<file path="config.mk">
export PLATFORM = sky130hd
export DESIGN_NAME = hex_scan_driver
export DESIGN_NICKNAME = d
export VERILOG_FILES = /design/src/rtl/disp_pkg.sv /design/src/rtl/scan_tick_gen.sv /design/src/rtl/hex_scan_driver.sv
export SDC_FILE = /design/constraint.sdc
export NUM_CORES = 1
export LEC_CHECK = 0
export CAP_MARGIN = 25
export CORE_ASPECT_RATIO = 0.6
export CORE_MARGIN = 2
export CORE_UTILIZATION = 45
export DETAILED_ROUTE_END_ITERATION = 12
export GPL_ROUTABILITY_DRIVEN = 0
export PLACE_DENSITY = 0.75
export RECOVER_POWER = 50
export SLEW_MARGIN = 5
export SYNTH_ARGS = -nofsm -noshare
export SYNTH_HDL_FRONTEND = slang
export SYNTH_SLANG_ARGS = --single-unit
export TNS_END_PERCENT = 20
</file>
<file path="constraint.sdc">
create_clock -name clk -period 4.8 [get_ports clk]
set_input_delay 0.96 -clock clk [delete_from_list [all_inputs] [get_ports clk]]
set_output_delay 0.96 -clock clk [all_outputs]
set_load 0.05 [all_outputs]
</file>
<file path="src/rtl/disp_pkg.sv">
// Shared types and constants for the multiplexed 7-segment display path.
package disp_pkg;

  // Default number of digits on the display module.
  localparam int NDIG_DEFAULT = 4;

  // Anode vector with every digit switched off (anodes are active-low).
  localparam logic [NDIG_DEFAULT-1:0] ANODE_OFF = '1;

  // One hexadecimal digit as handed to the segment decoder.
  typedef logic [3:0] nibble_t;

endpackage

</file>
<file path="src/rtl/scan_tick_gen.sv">
// Slot prescaler: counts DIV cycles per digit slot, flags the last cycle of
// each slot (tick) and the leading guard window (in_guard).
module scan_tick_gen #(
  parameter int DIV   = 50000,
  parameter int GUARD = 16
) (
  input  logic clk,
  input  logic rst,
  output logic tick,
  output logic in_guard
);

  localparam int CW = (DIV > 1) ? $clog2(DIV) : 1;
  localparam logic [CW-1:0] CNT_MAX = CW'(DIV - 1);
  localparam logic [CW-1:0] GUARD_C = CW'(GUARD);

  logic [CW-1:0] cnt;

  // Free-running slot counter, wraps at DIV-1 so every slot is exactly DIV cycles.
  // NOTE: sequential state uses non-blocking assignments so every register
  // samples pre-edge values and simulation matches the synthesized flops.
  always_ff @(posedge clk or posedge rst) begin
    if (rst) begin
      cnt <= '0;
    end else if (cnt == CNT_MAX) begin
      cnt <= '0;
    end else begin
      cnt <= cnt + 1'b1;
    end
  end

  assign tick     = (cnt == CNT_MAX);
  assign in_guard = (cnt < GUARD_C);

endmodule

</file>
<file path="src/rtl/hex_scan_driver.sv">
// Time-multiplexed scanner for a common-anode multi-digit 7-segment display.
// Steps one nibble per slot, commits newly loaded values only at frame
// boundaries, optionally blanks leading zeros and keeps anodes off during
// the guard interval at the start of every slot.
module hex_scan_driver
  import disp_pkg::*;
#(
  parameter int NDIG  = NDIG_DEFAULT,
  parameter int DIV   = 50000,
  parameter int GUARD = 16
) (
  input  logic              clk,
  input  logic              rst,
  input  logic              load,
  input  logic [4*NDIG-1:0] value,
  input  logic              blank_lz,
  output nibble_t           digit_sel,
  output logic [NDIG-1:0]   an,
  output logic              pending
);

  localparam int IW = (NDIG > 1) ? $clog2(NDIG) : 1;
  localparam logic [IW-1:0] IDX_MAX = IW'(NDIG - 1);

  logic              tick;
  logic              in_guard;
  logic [IW-1:0]     idx;
  logic [4*NDIG-1:0] shown;
  logic [4*NDIG-1:0] pend_val;
  logic              frame_end;
  logic [NDIG-1:0]   blank_vec;
  logic [NDIG-1:0]   onehot;
  logic [NDIG-1:0]   an_next;

  scan_tick_gen #(
    .DIV   (DIV),
    .GUARD (GUARD)
  ) u_tick (
    .clk      (clk),
    .rst      (rst),
    .tick     (tick),
    .in_guard (in_guard)
  );

  assign frame_end = tick && (idx == IDX_MAX);

  // Digit index advances on every slot tick and wraps after the last digit.
  always_ff @(posedge clk or posedge rst) begin
    if (rst) begin
      idx <= '0;
    end else if (tick) begin
      idx <= (idx == IDX_MAX) ? '0 : idx + 1'b1;
    end
  end

  // Pending/shown value pair: loads land in pend_val at any time, and are
  // copied into shown only at a frame boundary so a frame never tears.
  // A load coinciding with a commit re-arms pending for the next frame.
  always_ff @(posedge clk or posedge rst) begin
    if (rst) begin
      shown    <= '0;
      pend_val <= '0;
      pending  <= 1'b0;
    end else begin
      if (frame_end && pending) begin
        shown <= pend_val;
      end
      if (load) begin
        pend_val <= value;
        pending  <= 1'b1;
      end else if (frame_end) begin
        pending <= 1'b0;
      end
    end
  end

  // Digit i is blank when blanking is enabled and it and every more
  // significant nibble are zero; digit 0 always stays lit.
  assign blank_vec[0] = 1'b0;
  for (genvar i = 1; i < NDIG; i++) begin : g_blank
    assign blank_vec[i] = blank_lz && (shown[4*NDIG-1:4*i] == '0);
  end

  // Anode pattern for the current slot: all off in guard or when blank.
  // NOTE: every always_comb output gets a default first so no path leaves
  // it unassigned, which would otherwise infer a latch.
  always_comb begin
    onehot      = '0;
    onehot[idx] = 1'b1;
    an_next     = (in_guard || blank_vec[idx]) ? '1 : ~onehot;
  end

  // Registered outputs: reflect counter, index and shown value of the
  // previous cycle; digit_sel is driven even while the anodes are off.
  always_ff @(posedge clk or posedge rst) begin
    if (rst) begin
      an        <= '1;
      digit_sel <= '0;
    end else begin
      an        <= an_next;
      digit_sel <= shown[4*idx +: 4];
    end
  end

endmodule

</file>
==> reports/results.txt <==
outcome - finished, violations left
violated checks - max-capacitance violations, max-slew violations
ys flop type - dfrtp_1
Leakage - 1.352 nW
setup violators final - 0
Setup crit end kind - primary output
vias in the first global route - 1489
clock slew at reported path FFs - 70 ps
syn avg cell area - 13.81 um2
largest family of logic cells by synthesized area - multiplexers
commonest non-fill, non-tap cell in the layout - dfrtp_1
Seq pwr share - 51.6%
antenna violations before repair - 0
critical path's slowest cell - clkdlybuf4s50_1
reported net switching power - 0.2172 mW
Post-CTS Resized - 0
post-route core utilization - 55.74%
CP bufs+invs - 1
fin cells - 305
Worst Max-Slew Pin Slew - 1502 ps
Comb pwr share - 4.4%
Cell Rows - 21
Chip Height - 62.68 um
initial core utilization - 46.58%
Synth-to-Final Area Change - 19.67%
Yosys warning count - 0
die width - 101.8 um
first-pass GRT wire length - 8148 um
PD cells - 325.3 mW/mm2
Setup Skew - 6.855 ps
critical path's largest stage delay - 790 ps
critical path type - reg -> out
die area - 0.006381 mm2
Num CTS Buffers - 9
largest net degree at the start of global routing - 42
crit path time final - 2606 ps
CTS Hold Buffers Added - 0
clk buf depth - 2
Antenna Nets Post-Route - 0
Fin. Hold Viols - 0
xor/xnor share of the synthesized area - 4.070%
WP data arrival - 1650 ps
RSZ-0062 raised after global routing - no
input/output buffers - 28
highest clock rate - 0.3837 GHz
DRC viols - 0
Seq/Total Area, Yosys - 57.36%
switching share of total power - 21.60%
Synth Area in Adders - 2.422%
Post-CTS Setup Bufs - 0
Syn Std Cell Area - 0.002582 mm2
IR drop worst, VDD - 0.1507 mV
Nets - 245
total track usage - 17.79%
DPL Wire Length - 3453 um
htree depth - 3
routed wire length per instance - 16.08 um
fin crit share - 54.29%
post-synth cell types - 36
drt pass-1 iters - 5
CTS tree - yes
CP top delay family - buffers and inverters
CTS sink cnt - 59
EDFF count, synth - 0
I/O pin count - 29
FFs w/ async S/R, synth - 100.0%
critical-path cell list - clkdlybuf4s50_1
max-slew violations - 42
internal power - 0.7882 mW
Mapped Nets - 212
Vias/cell - 5.111
Synth Instances - 187
DP Cell Count - 289
Worst Path Required - 3840 ps
setup_tns - 0 ps
most frequent cells in the layout - 55 x dfrtp_1, 26 x clkdlybuf4s50_1, 22 x mux2_2
crit path max fanout - 1
routed via count - 1559
Synth Area in Compound Gates - 2.471%
multiplexer share of the synthesized area - 18.90%
DP Worst Slack - 2283 ps
ratio of cells with drive above 1 in the final layout - 26.22%
max-cap violations - 1
antenna fix cells - 0
type of origin of the critical path - flop
Skew-Pair Late Insertion Delay - 340 ps
drt first-iter violations - 73
clock share of power - 44.1%
Core ar. - 0.005544 mm2
min-delay worst type - reg -> reg
Post-Route WL - 4905 um
Synth Area in Simple Gates - 11.68%
final worst slack - 2194 ps
FILL cells - 469
Overflow after GRT - 0
Synth Register Bits - 59
worst relative slew slack - -0.2345%
CTS root buffer - clkbuf_8
## synthesized netlist by cell type, types with 2 or more instances
library cell  instances  area (um2)
dfrtp_1              55        1376
mux2_4               10       150.1
inv_1                 5       18.77
xor2_1                8       70.07
mux4_2                4       90.09
nor4_2                2       25.02
xnor2_1               4       35.03
nand3_1               5       25.02
nand4_1               4       25.02
clkbuf_1              3       11.26
and4_1                5       43.79
nor2_1               12       45.04
o21ai_0               2       10.01
mux2_2               22       247.7
dfstp_2               4       105.1
a21oi_1               2       10.01
ha_1                  5       62.56
nor4_1                5       31.28
and2_1                2       12.51
nand2_1              12       45.04
## cells by family after synthesis
group | count (synthesis)
flip-flops | 59
AND/OR/NAND/NOR | 54
multiplexers | 36
XOR/XNOR | 12
buffers and inverters | 12
AO/OA/AOI/OAI | 9
adder cells (fa/ha/maj) | 5
## final timing paths
kind | from | endpoint | slack, ps | cells past startpoint
max in group asynchronous | rst | u_tick.cnt[1]$_DFF_PP0_ | 2280 | 3
setup reg to reg | u_tick.cnt[10]$_DFF_PP0_ | u_tick.cnt[15]$_DFF_PP0_ | 2430 | 4
setup / recovery | an[0]$_DFF_PP1_ | an[0] | 2190 | 1
min in group asynchronous | rst | u_tick.cnt[12]$_DFF_PP0_ | 1510 | 2
hold reg to reg | u_tick.cnt[0]$_DFF_PP0_ | u_tick.cnt[0]$_DFF_PP0_ | 490 | 1
hold / removal | u_tick.cnt[0]$_DFF_PP0_ | u_tick.cnt[0]$_DFF_PP0_ | 490 | 1
## sequential cells by signal, indices dropped and copies added, names as in the netlist
name        count
pend_val       16
shown          16
u_tick.cnt     16
an              4
digit_sel       4
idx             2
pending         1
## power groups by stage
stage | sequential, mW | clock (mW) | combinational (mW)
after global placement | 0.527 | 0 | 0.0439
after CTS | 0.519 | 0.456 | 0.0455
after global routing | 0.520 | 0.482 | 0.0485
final | 0.519 | 0.443 | 0.0438
after floorplan | 0.524 | 0 | 0.0242
after detailed placement | 0.528 | 0 | 0.0454
## per-stage QoR
step / cell area (um2) / hold WS, ps / power [mW]
global route: 3090 / 518.3 / 1.050
detailed placement: 2909 / 483.0 / 0.5732
global placement: 2909 / 471.0 / 0.5708
floorplan: 2582 / 441.9 / 0.5486
CTS: 3103 / 492.2 / 1.020
finish: 3090 / 487.9 / 1.005
## final cells by class
type | count | area [um2] | area share, %
clock buffers | 11 | 141.4 | 4.575
flip-flops and latches | 59 | 1481 | 47.94
well taps | 80 | 100.1 | 3.239
repair buffers | 29 | 287.8 | 9.312
inverters | 5 | 18.77 | 0.6073
clock inverters | 5 | 52.55 | 1.700
multi-input cells | 116 | 1008 | 32.63
## routing by layer
metal  wire length (um)  global-route usage [%]  vias to the layer above
li1                   -                       -                      738
met1               2642                   28.16                      771
met2               1916                   20.39                       41
met3                263                   7.830                        9
met4                 83                   7.432                        0
met5                  0                       0                        -
(Power assumes the default switching activity.)
